<file path="config.mk">
export PLATFORM = sky130hd
export DESIGN_NAME = core_run_ctrl
export DESIGN_NICKNAME = d
export VERILOG_FILES = /design/src/rtl/core_run_pkg.sv /design/src/rtl/halt_detect.sv /design/src/rtl/core_run_ctrl.sv
export SDC_FILE = /design/constraint.sdc
export NUM_CORES = 1
export LEC_CHECK = 0
export ABC_AREA = 1
export CAP_MARGIN = 0
export CORE_ASPECT_RATIO = 0.8
export CORE_MARGIN = 1.5
export CORE_UTILIZATION = 35
export CTS_CLUSTER_SIZE = 25
export DETAILED_ROUTE_END_ITERATION = 6
export PLACE_DENSITY = 0.68
export SLEW_MARGIN = 10
export SYNTH_ARGS = -nofsm -noshare
export SYNTH_HDL_FRONTEND = slang
export SYNTH_SLANG_ARGS = --single-unit
</file>
<file path="constraint.sdc">
create_clock -name clk -period 2 [get_ports clk]
set_input_delay 0.5 -clock clk [delete_from_list [all_inputs] [get_ports clk]]
set_output_delay 0.5 -clock clk [all_outputs]
set_load 0.02 [all_outputs]
</file>
<file path="src/rtl/core_run_pkg.sv">
// Shared definitions for the piRISC run controller: FSM encoding, default
// halt sentinel and sizing of the reset/go-delay phase counter.
package core_run_pkg;

  typedef enum logic [2:0] {
    IDLE = 3'd0,
    RST  = 3'd1,
    WAIT = 3'd2,
    RUN  = 3'd3,
    DONE = 3'd4
  } run_state_t;

  localparam logic [31:0] DEFAULT_HALT_WORD = 32'hFFFF_FFFF;

  // The phase counter walks 0..span-1 for the longer of the two phases.
  function automatic int phase_cnt_w(input int reset_cycles, input int go_delay);
    int span;
    span = (reset_cycles > go_delay) ? reset_cycles : go_delay;
    return (span <= 1) ? 1 : $clog2(span);
  endfunction

endpackage

</file>
<file path="src/rtl/halt_detect.sv">
// Per-core halt detector: flags the core as halted the first time its IR
// shows the sentinel while enabled, and holds that flag until cleared.
module halt_detect
  import core_run_pkg::*;
#(
  parameter int              IR_W      = 32,
  parameter logic [IR_W-1:0] HALT_WORD = IR_W'(DEFAULT_HALT_WORD)
) (
  input  logic            clk,
  input  logic            reset,
  input  logic            en,
  input  logic            clr,
  input  logic [IR_W-1:0] lane,
  output logic            halted,
  output logic            hit
);

  // hit is the halt being recorded on the coming edge; the controller needs
  // it to decide completion on the same edge.
  assign hit = en && !halted && (lane == HALT_WORD);

  always_ff @(posedge clk) begin
    if (reset) begin
      halted <= 1'b0;
    end else if (clr) begin
      halted <= 1'b0;
    end else if (hit) begin
      halted <= 1'b1;
    end
  end

endmodule

</file>
<file path="src/rtl/core_run_ctrl.sv">
// Run controller for N piRISC cores: reset pulse, delayed go, per-core halt
// detection on the sentinel IR, and a RUN-cycle watchdog.
module core_run_ctrl
  import core_run_pkg::*;
#(
  parameter int              N_CORES        = 1,
  parameter int              IR_W           = 32,
  parameter logic [IR_W-1:0] HALT_WORD      = IR_W'(DEFAULT_HALT_WORD),
  parameter int              RESET_CYCLES   = 1,
  parameter int              GO_DELAY       = 1,
  parameter int              TIMEOUT_CYCLES = 1500,
  parameter int              CNT_W          = 32
) (
  input  logic                    clk,
  input  logic                    reset,
  input  logic                    start,
  input  logic [N_CORES*IR_W-1:0] ir_in,
  output logic                    core_reset,
  output logic [N_CORES-1:0]      go_contr,
  output logic [N_CORES-1:0]      halted,
  output logic                    busy,
  output logic                    done,
  output logic                    timed_out,
  output logic [CNT_W-1:0]        cycle_count
);

  localparam int               PH_W         = phase_cnt_w(RESET_CYCLES, GO_DELAY);
  localparam logic [PH_W-1:0]  RST_LAST     = PH_W'(RESET_CYCLES - 1);
  localparam logic [PH_W-1:0]  WAIT_LAST    = PH_W'((GO_DELAY > 0) ? GO_DELAY - 1 : 0);
  localparam logic [CNT_W-1:0] TIMEOUT_LAST = CNT_W'(TIMEOUT_CYCLES - 1);

  run_state_t         state;
  run_state_t         state_next;
  logic [PH_W-1:0]    phase_cnt;
  logic               phase_clr;
  logic               phase_inc;
  logic               launch;
  logic               cnt_inc;
  logic               fire_timeout;
  logic               run_en;
  logic [N_CORES-1:0] hit;
  logic               all_halted_next;

  assign run_en = (state == RUN);

  for (genvar i = 0; i < N_CORES; i++) begin : g_core
    halt_detect #(
      .IR_W      (IR_W),
      .HALT_WORD (HALT_WORD)
    ) u_halt (
      .clk    (clk),
      .reset  (reset),
      .en     (run_en),
      .clr    (launch),
      .lane   (ir_in[i*IR_W +: IR_W]),
      .halted (halted[i]),
      .hit    (hit[i])
    );
  end

  // Completion counts halts landing on this very edge, so a halt coinciding
  // with the watchdog edge wins over the timeout.
  assign all_halted_next = &(halted | hit);

  always_comb begin
    state_next   = state;
    phase_clr    = 1'b0;
    phase_inc    = 1'b0;
    launch       = 1'b0;
    cnt_inc      = 1'b0;
    fire_timeout = 1'b0;
    case (state)
      IDLE, DONE: begin
        if (start) begin
          state_next = RST;
          launch     = 1'b1;
          phase_clr  = 1'b1;
        end
      end
      RST: begin
        if (phase_cnt == RST_LAST) begin
          phase_clr  = 1'b1;
          state_next = (GO_DELAY == 0) ? RUN : WAIT;
        end else begin
          phase_inc = 1'b1;
        end
      end
      WAIT: begin
        if (phase_cnt == WAIT_LAST) begin
          phase_clr  = 1'b1;
          state_next = RUN;
        end else begin
          phase_inc = 1'b1;
        end
      end
      RUN: begin
        cnt_inc = 1'b1;
        if (all_halted_next) begin
          state_next = DONE;
        end else if (cycle_count == TIMEOUT_LAST) begin
          state_next   = DONE;
          fire_timeout = 1'b1;
        end
      end
      default: state_next = IDLE;
    endcase
  end

  always_ff @(posedge clk) begin
    if (reset) begin
      state       <= IDLE;
      phase_cnt   <= '0;
      cycle_count <= '0;
      timed_out   <= 1'b0;
    end else begin
      state <= state_next;
      if (phase_clr) begin
        phase_cnt <= '0;
      end else if (phase_inc) begin
        phase_cnt <= phase_cnt + PH_W'(1);
      end
      if (launch) begin
        cycle_count <= '0;
        timed_out   <= 1'b0;
      end else begin
        if (cnt_inc) begin
          cycle_count <= cycle_count + CNT_W'(1);
        end
        if (fire_timeout) begin
          timed_out <= 1'b1;
        end
      end
    end
  end

  // All outputs decode from registered state, so reset zeroes them on its edge.
  assign core_reset = (state == RST);
  assign busy       = (state == RST) || (state == WAIT) || (state == RUN);
  assign done       = (state == DONE);
  assign go_contr   = run_en ? ~halted : '0;

endmodule

</file>
==> Word level (Yosys, flattened, before mapping) <==
Index checks and enable logic that the tools add are counted.
{ "word_totals": {"regBits": 38, "out_inout_bits": 38, "input_bits": 35} }
{ "op_classes": {"bitwise": 2, "reduce_logical": 11, "muxes": 17, "n_addsub": 2, "n_eq_ne": 10} }
{ "op_table": {"columns": ["operator", "n"], "rows": [
  ["32-bit by 1-bit adder with 32-bit output (second input constant)", 1],
  ["32-bit by 11-bit == test with 1-bit output (second input constant)", 1],
  ["32-bit == test (second input constant)", 1],
  ["3-bit 2-to-1 mux", 5],
  ["3-bit case mux with 4 select lines", 1],
  ["1-bit 2-to-1 mux", 10],
  ["2-bit OR reduction", 4],
  ["3-bit by 2-bit == test with 1-bit output (second input constant)", 2],
  ["2-bit inequality test (second input constant)", 3],
  ["4-bit AND reduction", 1],
  ["3-bit by 1-bit == test with 1-bit output (second input constant)", 1],
  ["3-bit == test (second input constant)", 1],
  ["3-bit logical NOT", 1],
  ["3-bit inequality test (second input constant)", 1],
  ["1-bit logical AND", 2],
  ["1-bit logical OR", 2],
  ["1-bit case mux with 2 select lines", 1],
  ["1-bit adder (second input constant)", 1],
  ["1-bit logical NOT", 1],
  ["1-bit inverter", 1],
  ["1-bit OR", 1]
]} }

==> Longest topological paths before layout <==
Gate-level depths: netlist of run 1.
{ "depth": {"depth_word": 6, "ltp_mapped": 11, "ltp_nobuf": 11} }

==> Modules after synthesis <==
From an unflattened synthesis of run 1, not the netlist that was laid out.
{ "hier_totals": {"hier_cells": 358, "hier_area_um2": 2275.9} }
{ "modules_own_cells": {"columns": ["module", "n_inst", "area_each_um2", "seq_area_each_um2", "cells_per_inst"], "rows": [
  ["core_run_ctrl", 1, 2108.3, 740.7, 325],
  ["halt_detect", 1, 167.7, 20.0, 33]
]} }

==> Least setup slack after synthesis of run 1 <==
No wires, ideal clock.
{ "synth_path": {"path_type": "flip-flop to flip-flop", "start": "register cycle_count[0]", "end": "register cycle_count[24]", "required_time_ns": 1.872, "arrival_time_ns": 1.570, "path_slack_ns": 0.303, "path_stages_with_launch": 11, "path_cell_list": "dfxtp_1 > ha_1 > inv_2 > nor2_1 > nand2_1 > nor3b_4 > nand2_2 > nor2_1 > nand2_1 > nand2_1 > nor2_1"} }
{ "synth_between": {"elab_chain_cells": 1} }
{ "synth_rtl": {"columns": ["element", "line_no", "rtl"], "rows": [
  ["start: declaration", "core_run_ctrl.sv:24", "output logic [CNT_W-1:0] cycle_count"],
  ["start signal: assignment", "core_run_ctrl.sv:127", "cycle_count <= cycle_count + CNT_W'(1);"],
  ["32-bit by 1-bit adder with 32-bit output", "core_run_ctrl.sv:127", null]
]} }
Every way passes these cells.
A chain may end at the register's enable or synchronous reset.

==> Final worst setup path of run 1 <==
{ "layout_path": {"start": "register cycle_count[13]", "end": "output port cycle_count[13]"} }
No word-level cell between the ends.

==> results.yml, run 1 <==
status:
  status: "complete, no violations"
critical_path:
  cp_data_arrival_time_ns: 1.43
  critPathKind: "flop to output pin"
  cp.required_ns: 1.50
  crit_path_top_delay_cell: "clkdlybuf4s50_1"
  crit_chain: "clkdlybuf4s50_1"
  slowest_delay_ns: 0.66
  cp-start-kind: "flop"
  cp_max_fo: 6
  path_buf_inv: 1
  critical-path-top-delay-family: "buffers and inverters"
  crit_path_end_kind: "output pin"
synthesis:
  synth_edf_count: 0
  synth_nets: 450
  ys_seq_area_share_pct: 31.44
  yosysTopAreaCell: "dfxtp_1"
  synthCells: 414
  synth_cell_types: 27
  ys_seq_elements: 38
  netlist.area_leader.share_pct: 31.44
  synth_warnings: 0
  synth_ff_type: "dfxtp_1"
  avgSynthCellArea_sq_um: 5.845
  synthTopCellsByArea: "dfxtp_1, nand2_1, nor2_1"
  async_reset_ff_share_pct: 0
  synth_area_sq_mm: 0.002420
placement:
  placed_cells: 573
  hpwl_um: 5801
  post-place-ws_ns: 0.07433
  port_buffers: 72
  post_dp_cell_area_sq_mm: 0.003287
  gp_congestion: 0.9355
clocking:
  clk_latency_ns: 0.30
  cts_tree: "done"
  path_clk_slew_ns: 0.08
  hold_buffers: 0
  htreeDepth: 2
  clock_sinks: 38
  cts_buffer_depth: 2
  cts_buffers: 5
  cts_root_buffer: "clkbuf_8"
finish:
  num_antenna_cells: 0
  final_cell_mix: "nand2_1, nor2_1, clkdlybuf4s50_1"
  layout_commonest_cell: "nand2_1"
  area_delta_synth_final_pct: 41.57
  num-nets-final: 532
  fin_area_sq_mm: 0.003426
  finalNonFillerCells: 581
  drive_gt1_share_pct: 6.841
sta:
  fmax_mhz: 518.9
  relSlewSlack_pct: 71.22
  hold_ws_ns: 0.4578
  setup_viol: 0
  min_period_ns: 1.927
  drv_slew: 0
  finalHoldViolCount: 0
  rsz0062_at_grt: "false"
  tightestPinTransition_ns: 0.4312
  setup_tns_ns: 0
  finalClockSkew_ns: 0.007080
  worst_slack_ns: 0.07300
  period_share_pct: 96.35
power:
  vdd_drop_max_uv: 343.6
  leakagePower_nw: 1.272
  intPower_mw: 1.454
  seq_power_share_pct: 40.3
  power_frac_clock_pct: 41.9
  power.switching_mw: 0.5171
  sw_frac_of_total_pct: 26.24
  power.density_mw_per_mm2: 575.3
  comb_power_share_pct: 17.8
floorplan:
  die_y_um: 77.37
  ios: 73
  start_util_pct: 37.01
  coreArea_sq_mm: 0.006539
  dieWidth_um: 95.97
  die-area_sq_mm: 0.007425
  fp-row-count: 26
detailed_routing:
  drt_pre_antenna_iters: 5
  vias_per_cell: 4.824
  drt-initial-drc-count: 135
  route.detailed.drc: 0
  wire_per_inst_um: 12.50
  vias: 2803
  finalWirelength_um: 7260
  antenna_left: 0
global_routing:
  grt_overflow: 0
  grt_max_degree: 18
  grt_pass1_vias: 2598
  antenna_found_initial: 0
  grt.total_usage_pct: 20.41
  grt_pass1_wl_um: 11920
min_path:
  worst_hold_path_type: "flop to flop"
run:
  max_cap_viol_count: 0
-- power by group through the flow --
stage	Sequential (mW)	Combinational, mW	Clock [mW]
floorplan	0.812	0.187	0
global placement	0.811	0.356	0
detailed placement	0.811	0.363	0
CTS	0.793	0.350	0.840
global route	0.796	0.386	0.868
finish	0.793	0.351	0.826
-- sequential cells by signal (all words and copies together) (netlist names) --
name / flops
cycle_count: 32
g_core.u_halt.halted: 1
phase_cnt: 1
state: 3
timed_out: 1
-- routing by layer --
layer	part of all wire [%]	vias to the layer above	track usage, %
li1	-	1448	-
met1	48	1252	27.88
met2	45	94	32.46
met3	6.1	9	4.216
met4	0.91	0	5.147
met5	0	-	0
-- metrics by stage --
step / util [%] / power (mW)
after floorplan: - / 0.9983
after global placement: 50.27 / 1.166
after detailed placement: 50.27 / 1.174
after CTS: 52.37 / 1.983
after global routing: 52.39 / 2.050
final: 52.39 / 1.971
-- kinds of logic after synthesis --
logic type	count (synthesis)	synth area share, %
and+or+nand+nor	270	48.03
adders and majority gates	1	0.5170
DFF	38	31.44
buffers and inverters	57	8.842
AOI/OAI and AO/OA	41	8.635
xor gates and xnor gates	7	2.534
-- final timing paths --
| kind | end | slack, ns | startpoint | depth (start not counted) |
|---|---|---|---|---|
| max | cycle_count[13] | 0.07 | cycle_count[13]$_SDFFE_PP0N_ | 1 |
| min | timed_out$_SDFFE_PP0P_ | 0.46 | timed_out$_SDFFE_PP0P_ | 2 |
| max reg2reg | cycle_count[26]$_SDFFE_PP0N_ | 0.18 | cycle_count[1]$_SDFFE_PP0N_ | 10 |
| min reg2reg | timed_out$_SDFFE_PP0P_ | 0.46 | timed_out$_SDFFE_PP0P_ | 2 |
-- cell type report --
cell class	instances	area [sq um]
flip-flops and latches	38	760.7
clock inverters	2	60.06
well taps	84	105.1
repair buffers	80	772.0
multi-input cells	319	1450
inverters	52	195.2
clock buffers	6	82.58
fillers	665	3113
-- synth_stat cells (4+ instances only) --
| library cell | number |
|---|---|
| a21oi_1 | 25 |
| clkbuf_1 | 4 |
| dfxtp_1 | 38 |
| inv_1 | 50 |
| nand2_1 | 147 |
| nand3_1 | 17 |
| nand4_1 | 7 |
| nor2_1 | 74 |
| nor2_2 | 6 |
| nor3_1 | 5 |
| o21ai_0 | 9 |
| o21ai_1 | 5 |
| xor2_1 | 7 |
-- what timing repair did --
| action | 4_1_cts | 5_1_grt |
|---|---|---|
| buffers inserted | 0 | 0 |
| resized for setup | 4 | 3 |
| setup endpoints to repair | 4 | 2 |
| hold endpoints to repair | 0 | 0 |
(Power assumes the default switching activity.)
==> inputs of run 2 (changes only) <==
--- a/config.mk
+++ b/config.mk
@@ -7,12 +7,14 @@
 export LEC_CHECK = 0
 export ABC_AREA = 1
 export CAP_MARGIN = 0
+export CELL_PAD_IN_SITES_DETAIL_PLACEMENT = 1
+export CELL_PAD_IN_SITES_GLOBAL_PLACEMENT = 1
 export CORE_ASPECT_RATIO = 0.8
 export CORE_MARGIN = 1.5
-export CORE_UTILIZATION = 35
+export CORE_UTILIZATION = 31
 export CTS_CLUSTER_SIZE = 25
 export DETAILED_ROUTE_END_ITERATION = 6
-export PLACE_DENSITY = 0.68
+export PLACE_DENSITY = 0.84
 export SLEW_MARGIN = 10
 export SYNTH_ARGS = -nofsm -noshare
 export SYNTH_HDL_FRONTEND = slang
==> results.yml, run 2 (synthesis results as in run 1) <==
status:
  status: "complete, no violations"
clocking:
  cts_root_buffer: "clkbuf_8"
  cts_tree: "done"
  cts_buffer_depth: 2
  cts_setup_buffers: 0
  clk_latency_ns: 0.30
  path_clk_slew_ns: 0.09
  cts_buffers: 5
  clock_sinks: 38
  htreeDepth: 2
  hold_buffers: 0
placement:
  hpwl_um: 7115
  gp_congestion: 0.8646
  post_dp_cell_area_sq_mm: 0.003326
  post-place-ws_ns: 0.04274
  placed_cells: 594
  port_buffers: 72
sta:
  setup_tns_ns: 0
  relSlewSlack_pct: 70.09
  tightestPinTransition_ns: 0.4481
  drv_slew: 0
  worst_slack_ns: 0.06690
  min_period_ns: 1.933
  period_share_pct: 96.65
  finalHoldViolCount: 0
  finalClockSkew_ns: 0.01010
  rsz0062_at_grt: "false"
  fmax_mhz: 517.3
  setup_viol: 0
finish:
  num_antenna_cells: 0
  final_cell_mix: "nand2_1, nor2_1, clkdlybuf4s50_1"
  largest_reg_flops: 32
  layout_commonest_cell: "nand2_1"
  largest_registers: "cycle_count x32, state x3"
  drive_gt1_share_pct: 7.243
  finalNonFillerCells: 602
  num-nets-final: 532
  top_register: "cycle_count"
  area_delta_synth_final_pct: 42.04
  fin_area_sq_mm: 0.003437
global_routing:
  grt_overflow: 0
  grt.total_usage_pct: 22.55
  grt_pass1_wl_um: 14570
  antenna_found_initial: 0
  grt_max_degree: 18
  grt_pass1_vias: 3065
floorplan:
  fp-row-count: 28
  ios: 73
  coreArea_sq_mm: 0.007497
  die-area_sq_mm: 0.008349
  dieWidth_um: 101.8
  start_util_pct: 32.28
  die_y_um: 82.03
min_path:
  worst_hold_path_type: "flop to flop"
  holdCritStartpoint: "timed_out$_SDFFE_PP0P_"
run:
  max_cap_viol_count: 0
critical_path:
  critical-path-top-delay-family: "buffers and inverters"
  cp_data_arrival_time_ns: 1.43
  cp.required_ns: 1.50
  crit_path_end_kind: "output pin"
  critPathKind: "flop to output pin"
  path_buf_inv: 1
  worst_setup_path_startpoint: "cycle_count[13]$_SDFFE_PP0N_"
  crit_chain: "clkdlybuf4s50_1"
  crit_path_top_delay_cell: "clkdlybuf4s50_1"
  slowest_delay_ns: 0.66
  r2r-start: "state[0]$_SDFFE_PP0P_"
  cp-start-kind: "flop"
  cp_max_fo: 6
detailed_routing:
  route.detailed.drc: 0
  antenna_left: 0
  finalWirelength_um: 8820
  drt-initial-drc-count: 116
  vias_per_cell: 4.814
  drt_pre_antenna_iters: 4
  wire_per_inst_um: 14.65
  vias: 2898
power:
  vdd_drop_max_uv: 282.4
  leakagePower_nw: 1.283
  power.density_mw_per_mm2: 534.7
## run 2: where the power goes
| part | total [mW] | internal [mW] | switching [mW] |
|---|---|---|---|
| Combinational | 0.370 | 0.157 | 0.213 |
| Sequential | 0.798 | 0.773 | 0.0252 |
| Clock | 0.670 | 0.368 | 0.302 |
## run 2: final cells by class
type,count,area [sq um]
clock inverter,3,40.04
fill,1030,4060
tap,105,131.4
sequential,38,762.0
multi-input combinational,319,1453
inverter,52,195.2
timing repair buffer,80,787.0
clock buffer,5,68.82
## run 2: per-layer routing
| metal | track usage (%) | vias to the layer above | share of wire (%) |
|---|---|---|---|
| met5 | 0 | - | 0 |
| met4 | 6.111 | 0 | 1.3 |
| met3 | 3.915 | 10 | 3.4 |
| met2 | 40.27 | 52 | 47 |
| met1 | 28.00 | 1388 | 48 |
| li1 | - | 1448 | - |
## run 2: final timing paths
path                                                      to  cells after the start  slack [ns]
worst max-delay path                         cycle_count[13]                      1        0.07
worst min-delay path                  timed_out$_SDFFE_PP0P_                      2        0.46
worst max register to register  cycle_count[19]$_SDFFE_PP0N_                      9        0.17
worst min register to register        timed_out$_SDFFE_PP0P_                      2        0.46
## run 2: what timing repair did
| action | 4_1_cts | 5_1_grt |
|---|---|---|
| pin swaps | 0 | 0 |
| setup endpoints to repair | 4 | 6 |
| resized for setup | 5 | 5 |
## run 2: metrics by stage
stage | total power, mW | hold slack, ns | utilization, %
floorplan | 0.9983 | 0.4325 | -
global placement | 1.184 | 0.4439 | 44.36
detailed placement | 1.197 | 0.4410 | 44.36
CTS | 1.844 | 0.4620 | 45.76
global route | 1.918 | 0.4987 | 45.84
finish | 1.838 | 0.4643 | 45.84
